==> src/rtl/ctrl_decode_queue.sv <==
// Purpose : decode fetched instructions on entry and buffer the decoded control bundle plus PC in a DEPTH-entry queue.
// Latency : 1 cycle from push to head; 0 cycles via bypass when CTRL_DECODE_QUEUE_BYPASS_EN is defined and the queue is empty.
// Backpr. : in_ready = (count < DEPTH) from registered state only; a full queue refuses a push even in a popping cycle.
//
// Optional feature macro: CTRL_DECODE_QUEUE_BYPASS_EN (empty-queue combinational bypass).
//
// Ports:
//   clk, rst (async, active-low)
//   in_valid/in_ready/in_ir/in_pc     : fetch side handshake and instruction
//   flush                             : drop every buffered entry and any same-cycle push
//   out_valid/out_ready/out_pc        : execute side handshake and head PC
//   op_alu .. io_code                 : decoded control bundle of the head entry (0 while out_valid = 0)
//   occupancy                         : number of buffered entries, 0..DEPTH

`ifndef EXC_ILLEGAL_INST
`define EXC_ILLEGAL_INST 32'h0000_0002
`endif

// Purpose : combinational RV32I-style instruction decoder producing the control bundle.
// Latency : combinational.
// Backpr. : none; rst forces every output to 0.
module decoder (
  input  logic        rst,
  input  logic [31:0] ir,
  output logic [3:0]  op_alu,
  output logic        wrd_reg,
  output logic [4:0]  addr_d,
  output logic        rb_immed,
  output logic [31:0] imm,
  output logic        mem_to_reg,
  output logic        wrd_mem,
  output logic [2:0]  branch_code,
  output logic        is_a_jump,
  output logic        is_byte,
  output logic [1:0]  is_mov,
  output logic        illegal,
  output logic        is_tlbwrite,
  output logic        is_iret,
  output logic        is_ecall,
  output logic [6:0]  io_code
);
  localparam logic [3:0] ALU_ADD = 4'd0;
  localparam logic [3:0] ALU_SUB = 4'd8;

  logic [6:0]  opcode;
  logic [2:0]  funct3;
  logic [6:0]  funct7;
  logic [4:0]  rd;
  logic [31:0] imm_i, imm_s, imm_b, imm_j, imm_u;

  assign opcode = ir[6:0];
  assign rd     = ir[11:7];
  assign funct3 = ir[14:12];
  assign funct7 = ir[31:25];
  assign imm_i  = {{20{ir[31]}}, ir[31:20]};
  assign imm_s  = {{20{ir[31]}}, ir[31:25], ir[11:7]};
  assign imm_b  = {{19{ir[31]}}, ir[31], ir[7], ir[30:25], ir[11:8], 1'b0};
  assign imm_j  = {{11{ir[31]}}, ir[31], ir[19:12], ir[20], ir[30:21], 1'b0};
  assign imm_u  = {ir[31:12], 12'b0};

  always_comb begin
    op_alu      = ALU_ADD;
    wrd_reg     = 1'b0;
    addr_d      = 5'd0;
    rb_immed    = 1'b0;
    imm         = 32'd0;
    mem_to_reg  = 1'b0;
    wrd_mem     = 1'b0;
    branch_code = 3'd0;
    is_a_jump   = 1'b0;
    is_byte     = 1'b0;
    is_mov      = 2'd0;
    illegal     = 1'b0;
    is_tlbwrite = 1'b0;
    is_iret     = 1'b0;
    is_ecall    = 1'b0;
    io_code     = 7'd0;
    if (!rst) begin
      case (opcode)
        7'h13: begin // register-immediate ALU
          if ((funct3 == 3'b001 && funct7 != 7'h00) ||
              (funct3 == 3'b101 && funct7 != 7'h00 && funct7 != 7'h20)) begin
            illegal = 1'b1;
          end else begin
            // only the right shift uses bit 30 to pick arithmetic vs logical
            op_alu   = {(funct3 == 3'b101) & ir[30], funct3};
            wrd_reg  = 1'b1;
            addr_d   = rd;
            rb_immed = 1'b1;
            imm      = imm_i;
          end
        end
        7'h33: begin // register-register ALU
          if (funct7 == 7'h00 ||
              (funct7 == 7'h20 && (funct3 == 3'b000 || funct3 == 3'b101))) begin
            op_alu  = {funct7[5], funct3};
            wrd_reg = 1'b1;
            addr_d  = rd;
          end else begin
            illegal = 1'b1;
          end
        end
        7'h03: begin // loads
          if (funct3 == 3'b011 || funct3[2:1] == 2'b11) begin
            illegal = 1'b1;
          end else begin
            wrd_reg    = 1'b1;
            addr_d     = rd;
            rb_immed   = 1'b1;
            imm        = imm_i;
            mem_to_reg = 1'b1;
            is_byte    = (funct3[1:0] == 2'b00);
          end
        end
        7'h23: begin // stores
          if (funct3 > 3'b010) begin
            illegal = 1'b1;
          end else begin
            wrd_mem  = 1'b1;
            rb_immed = 1'b1;
            imm      = imm_s;
            is_byte  = (funct3 == 3'b000);
          end
        end
        7'h63: begin // conditional branches, compared through the subtractor
          if (funct3 == 3'b010 || funct3 == 3'b011) begin
            illegal = 1'b1;
          end else begin
            op_alu = ALU_SUB;
            imm    = imm_b;
            // code 0 means "no branch", so the six conditions map to 1..6
            branch_code = funct3[2] ? (funct3 - 3'd1) : (funct3 + 3'd1);
          end
        end
        7'h6f: begin // jal
          is_a_jump = 1'b1;
          wrd_reg   = 1'b1;
          addr_d    = rd;
          imm       = imm_j;
        end
        7'h67: begin // jalr
          if (funct3 != 3'b000) begin
            illegal = 1'b1;
          end else begin
            is_a_jump = 1'b1;
            wrd_reg   = 1'b1;
            addr_d    = rd;
            rb_immed  = 1'b1;
            imm       = imm_i;
          end
        end
        7'h37, 7'h17: begin // lui (move 1) / auipc (move 2)
          is_mov   = (opcode == 7'h37) ? 2'd1 : 2'd2;
          wrd_reg  = 1'b1;
          addr_d   = rd;
          rb_immed = 1'b1;
          imm      = imm_u;
        end
        7'h73: begin // system
          if (ir == 32'h0000_0073) begin
            is_ecall = 1'b1;
          end else if (ir == 32'h3020_0073) begin
            is_iret = 1'b1;
          end else if (funct7 == 7'b0001001 && funct3 == 3'b000 && rd == 5'd0) begin
            is_tlbwrite = 1'b1;
          end else begin
            illegal = 1'b1;
          end
        end
        7'h0b: begin // I/O: funct3 0 = input to rd, 1 = output
          if (funct3 == 3'b000) begin
            io_code = funct7;
            wrd_reg = 1'b1;
            addr_d  = rd;
          end else if (funct3 == 3'b001) begin
            io_code = funct7;
          end else begin
            illegal = 1'b1;
          end
        end
        default: illegal = 1'b1;
      endcase
    end
  end
endmodule

module ctrl_decode_queue #(
  parameter int               DEPTH       = 2,
  parameter int               EXC_W       = 32,
  parameter logic [EXC_W-1:0] EXC_ILLEGAL = EXC_W'(`EXC_ILLEGAL_INST)
) (
  input  logic                     clk,
  input  logic                     rst,
  input  logic                     in_valid,
  output logic                     in_ready,
  input  logic [31:0]              in_ir,
  input  logic [31:0]              in_pc,
  input  logic                     flush,
  output logic                     out_valid,
  input  logic                     out_ready,
  output logic [31:0]              out_pc,
  output logic [3:0]               op_alu,
  output logic                     wrd_reg,
  output logic [4:0]               addr_d,
  output logic                     rb_immed,
  output logic [31:0]              imm,
  output logic                     mem_to_reg,
  output logic                     wrd_mem,
  output logic [2:0]               branch_code,
  output logic                     is_a_jump,
  output logic                     is_byte,
  output logic [1:0]               is_mov,
  output logic [EXC_W-1:0]         is_illegal,
  output logic                     is_tlbwrite,
  output logic                     is_iret,
  output logic                     is_ecall,
  output logic [6:0]               io_code,
  output logic [$clog2(DEPTH):0]   occupancy
);
  localparam int PTR_W = $clog2(DEPTH);
  localparam int CNT_W = PTR_W + 1;

  // The exception code is stored as one bit and widened only at the output.
  typedef struct packed {
    logic [31:0] pc;
    logic [3:0]  op_alu;
    logic        wrd_reg;
    logic [4:0]  addr_d;
    logic        rb_immed;
    logic [31:0] imm;
    logic        mem_to_reg;
    logic        wrd_mem;
    logic [2:0]  branch_code;
    logic        is_a_jump;
    logic        is_byte;
    logic [1:0]  is_mov;
    logic        illegal;
    logic        is_tlbwrite;
    logic        is_iret;
    logic        is_ecall;
    logic [6:0]  io_code;
  } entry_t;

  entry_t             mem_q [DEPTH];
  entry_t             mem_d [DEPTH];
  logic [PTR_W-1:0]   wr_ptr_q, wr_ptr_d;
  logic [PTR_W-1:0]   rd_ptr_q, rd_ptr_d;
  logic [CNT_W-1:0]   count_q, count_d;

  entry_t             dec_entry;
  entry_t             head;
  entry_t             out_entry;
  logic               fifo_vld;
  logic               push;
  logic               store;
  logic               pop;
  logic               bypass;

  logic [3:0]  dec_op_alu;
  logic        dec_wrd_reg;
  logic [4:0]  dec_addr_d;
  logic        dec_rb_immed;
  logic [31:0] dec_imm;
  logic        dec_mem_to_reg;
  logic        dec_wrd_mem;
  logic [2:0]  dec_branch_code;
  logic        dec_is_a_jump;
  logic        dec_is_byte;
  logic [1:0]  dec_is_mov;
  logic        dec_illegal;
  logic        dec_is_tlbwrite;
  logic        dec_is_iret;
  logic        dec_is_ecall;
  logic [6:0]  dec_io_code;

  decoder u_decoder (
    .rst         (~rst),
    .ir          (in_ir),
    .op_alu      (dec_op_alu),
    .wrd_reg     (dec_wrd_reg),
    .addr_d      (dec_addr_d),
    .rb_immed    (dec_rb_immed),
    .imm         (dec_imm),
    .mem_to_reg  (dec_mem_to_reg),
    .wrd_mem     (dec_wrd_mem),
    .branch_code (dec_branch_code),
    .is_a_jump   (dec_is_a_jump),
    .is_byte     (dec_is_byte),
    .is_mov      (dec_is_mov),
    .illegal     (dec_illegal),
    .is_tlbwrite (dec_is_tlbwrite),
    .is_iret     (dec_is_iret),
    .is_ecall    (dec_is_ecall),
    .io_code     (dec_io_code)
  );

  always_comb begin
    dec_entry             = '0;
    dec_entry.pc          = in_pc;
    dec_entry.op_alu      = dec_op_alu;
    dec_entry.wrd_reg     = dec_wrd_reg;
    dec_entry.addr_d      = dec_addr_d;
    dec_entry.rb_immed    = dec_rb_immed;
    dec_entry.imm         = dec_imm;
    dec_entry.mem_to_reg  = dec_mem_to_reg;
    dec_entry.wrd_mem     = dec_wrd_mem;
    dec_entry.branch_code = dec_branch_code;
    dec_entry.is_a_jump   = dec_is_a_jump;
    dec_entry.is_byte     = dec_is_byte;
    dec_entry.is_mov      = dec_is_mov;
    dec_entry.illegal     = dec_illegal;
    dec_entry.is_tlbwrite = dec_is_tlbwrite;
    dec_entry.is_iret     = dec_is_iret;
    dec_entry.is_ecall    = dec_is_ecall;
    dec_entry.io_code     = dec_io_code;
  end

  assign in_ready  = (count_q < CNT_W'(DEPTH));
  assign fifo_vld  = (count_q != '0);
  assign occupancy = count_q;

`ifdef CTRL_DECODE_QUEUE_BYPASS_EN
  // Empty queue: present the incoming instruction directly. Gated by rst so
  // nothing is shown while the block is held in reset.
  assign bypass = rst && !fifo_vld && in_valid && !flush;
`else
  assign bypass = 1'b0;
`endif

  assign push  = in_valid && in_ready && !flush;
  // A bypassed instruction that execute takes this cycle is never stored.
  assign store = push && !(bypass && out_ready);
  assign pop   = fifo_vld && out_ready;

  assign out_valid = fifo_vld || bypass;
  assign head      = bypass ? dec_entry : mem_q[rd_ptr_q];
  assign out_entry = out_valid ? head : '0;

  always_comb begin
    wr_ptr_d = wr_ptr_q;
    rd_ptr_d = rd_ptr_q;
    count_d  = count_q;
    mem_d    = mem_q;
    if (flush) begin
      wr_ptr_d = '0;
      rd_ptr_d = '0;
      count_d  = '0;
    end else begin
      if (store) begin
        mem_d[wr_ptr_q] = dec_entry;
        wr_ptr_d        = wr_ptr_q + 1'b1;
      end
      if (pop) begin
        rd_ptr_d = rd_ptr_q + 1'b1;
      end
      case ({store, pop})
        2'b10:   count_d = count_q + 1'b1;
        2'b01:   count_d = count_q - 1'b1;
        default: count_d = count_q;
      endcase
    end
  end

  always_ff @(posedge clk or negedge rst) begin
    if (!rst) begin
      wr_ptr_q <= '0;
      rd_ptr_q <= '0;
      count_q  <= '0;
      for (int i = 0; i < DEPTH; i++) begin
        mem_q[i] <= '0;
      end
    end else begin
      wr_ptr_q <= wr_ptr_d;
      rd_ptr_q <= rd_ptr_d;
      count_q  <= count_d;
      mem_q    <= mem_d;
    end
  end

  assign out_pc      = out_entry.pc;
  assign op_alu      = out_entry.op_alu;
  assign wrd_reg     = out_entry.wrd_reg;
  assign addr_d      = out_entry.addr_d;
  assign rb_immed    = out_entry.rb_immed;
  assign imm         = out_entry.imm;
  assign mem_to_reg  = out_entry.mem_to_reg;
  assign wrd_mem     = out_entry.wrd_mem;
  assign branch_code = out_entry.branch_code;
  assign is_a_jump   = out_entry.is_a_jump;
  assign is_byte     = out_entry.is_byte;
  assign is_mov      = out_entry.is_mov;
  assign is_illegal  = out_entry.illegal ? EXC_ILLEGAL : '0;
  assign is_tlbwrite = out_entry.is_tlbwrite;
  assign is_iret     = out_entry.is_iret;
  assign is_ecall    = out_entry.is_ecall;
  assign io_code     = out_entry.io_code;
endmodule

==> config.mk <==
export PLATFORM = sky130hd
export DESIGN_NAME = ctrl_decode_queue
export DESIGN_NICKNAME = d
export VERILOG_FILES = /design/src/rtl/ctrl_decode_queue.sv
export SDC_FILE = /design/constraint.sdc
export NUM_CORES = 1
export LEC_CHECK = 0
export BUFFER_PORTS_ARGS = -buffer_cell sky130_fd_sc_hd__buf_2
export CAP_MARGIN = 30
export CORE_MARGIN = 2
export CORE_UTILIZATION = 40
export DETAILED_ROUTE_END_ITERATION = 16
export GPL_ROUTABILITY_DRIVEN = 0
export HOLD_SLACK_MARGIN = 0.05
export PLACE_DENSITY = 0.74
export SYNTH_ARGS = -nofsm -noshare
export SYNTH_HDL_FRONTEND = slang
export SYNTH_SLANG_ARGS = --single-unit
==> constraint.sdc <==
create_clock -name clk -period 2.15 [get_ports clk]
set_input_delay 0.1075 -clock clk [delete_from_list [all_inputs] [get_ports clk]]
set_output_delay 0.1075 -clock clk [all_outputs]
set_load 0.05 [all_outputs]
# Word-level counts from Yosys, hierarchy flattened
# Cells that the tools add are included.
# totals
reg_bits	194
wordCells	193
out_inout_bits	130
inputBits	69
# op_classes
mux	89
order_cmp	5
n_reduce_logical	29
add_sub_neg	6
eq_ne	23
bitwise_logic	4
# ops
cell	n
$mux W95	5
$pmux W32 S7	1
$mux W32	6
$bwmux W190	1
$demux W95 S1	1
$mux W1	44
$eq A32 B30 Y1 const B	1
$eq A32 B7 Y1 const B	1
$mux W5	6
$pmux W5 S6	1
$eq A7 B6 Y1 const B	4
$eq A7 B7 Y1 const B	4
$mux W7	4
$mux W4	4
$eq A7 B4 Y1 const B	2
$eq A7 B5 Y1 const B	2
$mux W3	4
$pmux W4 S3	1
$logic_and A1 B1 Y1	10
$mux W2	5
$pmux W1 S9	1
$eq A7 B2 Y1 const B	1
$logic_not A7 Y1	1
$ne A7 B6 Y1 const B	1
other kinds (32)	45

# Depth between registers and ports, before layout
# depth
depth_word	9
mapped_depth	9
depth_no_buf	7

# By module
# A second synthesis with hierarchy kept.
# unflattened
cells_unflattened	882
hier_area_um2	10287.4
# modules_own_cells
mod	instances	area_per_inst_um2	seq_area_each_um2	cells_per_inst
ctrl_decode_queue	1	8909.8	4854.7	668
decoder	1	1377.6	0.0	214

# Worst setup path after synthesis
# Ideal clock, no wire load.
# synth_timing
path_type	register -> register
startpoint	register count_q[1] (netlist: occupancy[1])
endpoint	register mem_q[21] in the netlist's numbering
slack_ns	-0.128
t_arrival_ns	2.212
synth_period_minus_slack_ns	2.278
n_path_buf	1
path_stages_with_launch	7
setup_ns	0.066
t_required_ns	2.084
cell_sequence	dfrtp_1 -> nand2b_1 -> or3b_2 -> clkbuf_1 -> or4_4 -> a21oi_2 -> a221o_1
# synth_between
elab_chain_cells	4
# synth_lines
element	line	rtl
from (decl)	248	logic [CNT_W-1:0] count_q, count_d;
from (signal assigned)	375	count_q <= count_d;
$lt A2 B2 Y1	318	assign in_ready = (count_q < CNT_W'(DEPTH));
$logic_and A1 B1 Y1 (2 in series)	330	assign push = in_valid && in_ready && !flush;
$reduce_and A2 Y1 (no source line)	--	
to (signal assigned)	376	mem_q <= mem_d;
to (decl)	244	entry_t mem_q [DEPTH];
# Every way passes these cells.
# A chain may end at the register's enable or synchronous reset.

# Worst setup path in the final report
# layout_timing
startpoint	register rd_ptr_q
endpoint	output out_pc[31]
# layout_between
elab_chain_cells	5
# layout_lines
element	line	rtl
from (decl)	247	logic [PTR_W-1:0] rd_ptr_q, rd_ptr_d;
from (signal assigned)	374	rd_ptr_q <= rd_ptr_d;
$not A1 Y2 (implied by the code)	336	assign head = bypass ? dec_entry : mem_q[rd_ptr_q];
$mux W95 (implied by the code) (3 in series)	336	
$mux W95	337	assign out_entry = out_valid ? head : '0;
to (decl)	201	output logic [31:0] out_pc,
# Every way passes these cells. The select of a mux whose other input is x is not followed.

==> impl_results.md <==
- Status: complete, no violations
- Reg clk slew, reported paths: 0.08 ns
- Crit share post-route: 0.947
- Vias in the first global route: 8760
- Slowest stage delay, CP: 0.62 ns
- MaxCap Viol Count: 0
- Synth Instances: 1131
- Synth top area share: 0.476
- # setup viols final: 0
- GR Util All Layers: 0.227
- Post-synth EDFFs: 0
- GR Overflow Total: 0
- Final Critical Period: 2.04 ns
- Max clock buf depth: 2
- Row Count: 58
- Final ANT Viol Nets: 0
- Synthesized cell area: 10200 sq um
- RSZ-0062 raised after global routing: false
- Chip width: 164 um
- R2R cell count: 5
- WP buf/inv: 2
- ANT cells: 0
- Die Y: 164 um
- Worst Setup End Kind: output pin
- Inserted Clock Buffers: 17
- Max Slew Vio Count: 0
- Pre-CTS setup slack: 0.0810 ns
- CTS root buf: clkbuf_16
- Pwr Density: 715 nW/um^2
- Setup crit start kind: flip-flop
- Leak: 0.00622 uW
- Post-synth ARST share: 1.00
- Worst path required time: 2.04 ns
- Final WS setup: 0.113 ns
- HP Start: in_ir[29]
- Clk_lat worst skew: 0.44 ns
- Ratio of cells with drive above 1 in the final layout: 0.241
- Synth unique cells: 69
- Layout fillers: 2342
- Pin count of the biggest net entering global routing: 120
- RR Endpoint: mem_q[119]$_DFFE_PN0P_
- CTS tree: yes
- Kind of critical path: reg -> out
- GRT Max-Usage Layer: met2
- First-pass GRT wire length: 47700 um
- Per-cell routed wire length: 18.0 um
- Initial Utilization: 0.407
- Synth Register Bits: 194
- Hpwl dp: 20200 um
- Number of I/O pins: 199
- Final core utilization: 0.509
- CP max-delay cell: dfrtp_4
- # clock sinks: 194
- VDD IR max: 0.000569 V
- Syn Area/Cell: 9.03 sq um
- Final nets: 1413
- Area Growth Syn to Fin: 25.2%
- Top FF cell, synth: dfrtp_1
- M3 GR Usage: 0.0477
- Synth top area cells: dfrtp_1 48%, nand2_1 12%, mux2i_1 9.8%
- Reg2Reg Setup Slack: 0.14 ns
- Antenna violations before repair: 0
- Final WL: 30300 um
- Max Fanout on Critical Path: 12
- Critical path depth in cells: 4
- Finished Layout Cells: 1683
- Drt drc: 0
- Vias per cell: 5.43
- Slew headroom: 0.561
- Min-Delay Endpoint: mem_q[124]$_DFFE_PN0P_
- Syn. warnings: 0
- Initial DRC Count: 984
- Hold WS: 0.0794 ns
- Worst hold stages: 3
- Vias after detailed routing: 9135
- Fin. Hold Viols: 0
- Crit path DAT: 1.93 ns
- Port buffer count: 167
- CP delay by family, top: flip-flops
- Worst r2r src: occupancy[1]$_DFFE_PN0P_
- Met1 usage: 0.303
- CP cell instances: buf_4 -> mux2i_1 -> nor2_1 -> buf_2
- Dominant cell type by area after synthesis: dfrtp_1
- Die Footprint: 26800 sq um
- Met2 Usage GRT: 0.371
- Max Freq: 491 MHz
- Seq/Total Area, Yosys: 0.476
- Setup_tns: 0 ns
- Least-Margin Pin Slew: 0.659 ns
- H-tree levels: 4
- Core footprint: 25100 sq um
- Number of cells after detailed placement: 1603
- Layout Skew: 0.0121 ns
- Worst Hold Class: in -> reg
- Pre-antenna DRT Iters: 5
==> kinds of logic (layout without fill, tap and decap cells) <==
kind of cell	after synthesis	after routing	synth area share
flops	194	194	0.476
compound gates	184	184	0.138
buf+inv	129	321	0.0640
mux	101	101	0.0992
simple gates	515	515	0.216
fa+ha+maj	4	4	0.00490
other cells	1	31	0.000367
xor+xnor	3	3	0.00257
==> cell usage after synthesis, drive strengths merged, types with 3 or more instances <==
cell,n
nor3,12
o221ai,3
nand2,313
a21o,7
and3,5
inv,13
clkbuf,68
nor4,13
dfrtp,194
or4,8
o211ai,5
or3,3
nor2,115
a22oi,3
a2111o,5
o21ai,57
nor2b,3
mux2i,100
a32o,17
o31ai,9
a22o,20
nand2b,3
a221o,9
nand3,10
a32oi,23
xor2,3
buf,48
nand3b,3
ha,4
and2,11
a21oi,12
==> cell usage in the layout, fill, tap and decap left out, types with 4 or more instances in the layout <==
cell type | synthesis | final
a2111o_1 | 5 | 5
a21o_1 | 7 | 7
a21oi_1 | 10 | 10
a221o_1 | 9 | 9
a22o_1 | 20 | 20
a32o_1 | 17 | 17
a32oi_1 | 23 | 23
and2_1 | 11 | 11
and3_1 | 4 | 4
buf_12 | 0 | 9
buf_2 | 9 | 166
buf_4 | 31 | 52
clkbuf_16 | 0 | 17
clkbuf_8 | 0 | 4
conb_1 | 1 | 31
dfrtp_1 | 194 | 192
dlygate4sd3_1 | 0 | 47
ha_1 | 4 | 4
inv_1 | 13 | 13
inv_6 | 0 | 5
mux2i_1 | 100 | 100
nand2_1 | 313 | 313
nand3_1 | 10 | 10
nor2_1 | 113 | 72
nor2_2 | 2 | 42
nor3_1 | 12 | 11
nor4_1 | 12 | 11
o211ai_1 | 5 | 5
o21ai_0 | 56 | 56
o31ai_1 | 8 | 8
or4_1 | 5 | 5
==> how the worst max path moves through the flow <==
stage                                   from                     end
detailed placement                 in_ir[13]   mem_q[58]$_DFFE_PN0P_
CTS                 occupancy[1]$_DFFE_PN0P_   mem_q[31]$_DFFE_PN0P_
floorplan           occupancy[1]$_DFFE_PN0P_   mem_q[21]$_DFFE_PN0P_
finish                  rd_ptr_q$_DFFE_PN0P_              out_pc[31]
global route        occupancy[1]$_DFFE_PN0P_   mem_q[31]$_DFFE_PN0P_
global placement                   in_ir[12]  mem_q[132]$_DFFE_PN0P_
==> area by class of cell <==
class,count,area (sq um),area share
multi-input combinational,838,4960,0.388
timing repair buffer,276,1900,0.148
inverter,13,48.8,0.00382
clock buffer,20,467,0.0365
clock inverter,12,136,0.0107
sequential,194,4860,0.380
tap,330,413,0.0323
==> per-layer routing <==
layer	vias up	share of wire
li1	4258	-
met1	4430	0.42
met2	398	0.47
met3	49	0.080
met4	0	0.025
met5	-	0
==> worst reg2reg max path, delay by kind of cell (launching register included) <==
| kind | cells | cell delay [ns] |
|---|---|---|
| and+or+nand+nor | 3 | 1.16 |
| DFF | 1 | 0.40 |
| AOI/OAI and AO/OA | 2 | 0.40 |
==> per-stage QoR <==
step	power [uW]	area, sq um
6_report	9140	12800
3_5_place_dp	5880	11700
5_1_grt	9550	12800
3_3_place_gp	5820	11700
2_1_floorplan	5350	10400
4_1_cts	9190	12800
==> power by group <==
part           internal (uW)  switching (uW)
logic                    557            1190
registers               3970             186
clock network           1740            1500
total                   6260            2870
==> timing repair <==
action | CTS | global route
hold buffers | 47 | 0
gates resized for setup | 0 | 1
pin swaps | 0 | 0
gates cloned | 0 | 0
setup endpoints to repair | 2 | 1
hold endpoints to repair | 259 | 0
setup buffers | 1 | 0
==> state kept, by name (all words and copies together), names as in the netlist <==
register,count
wr_ptr_q,1
rd_ptr_q,1
occupancy,2
mem_q,190
No activity file was read; power rests on OpenSTA's default activity.
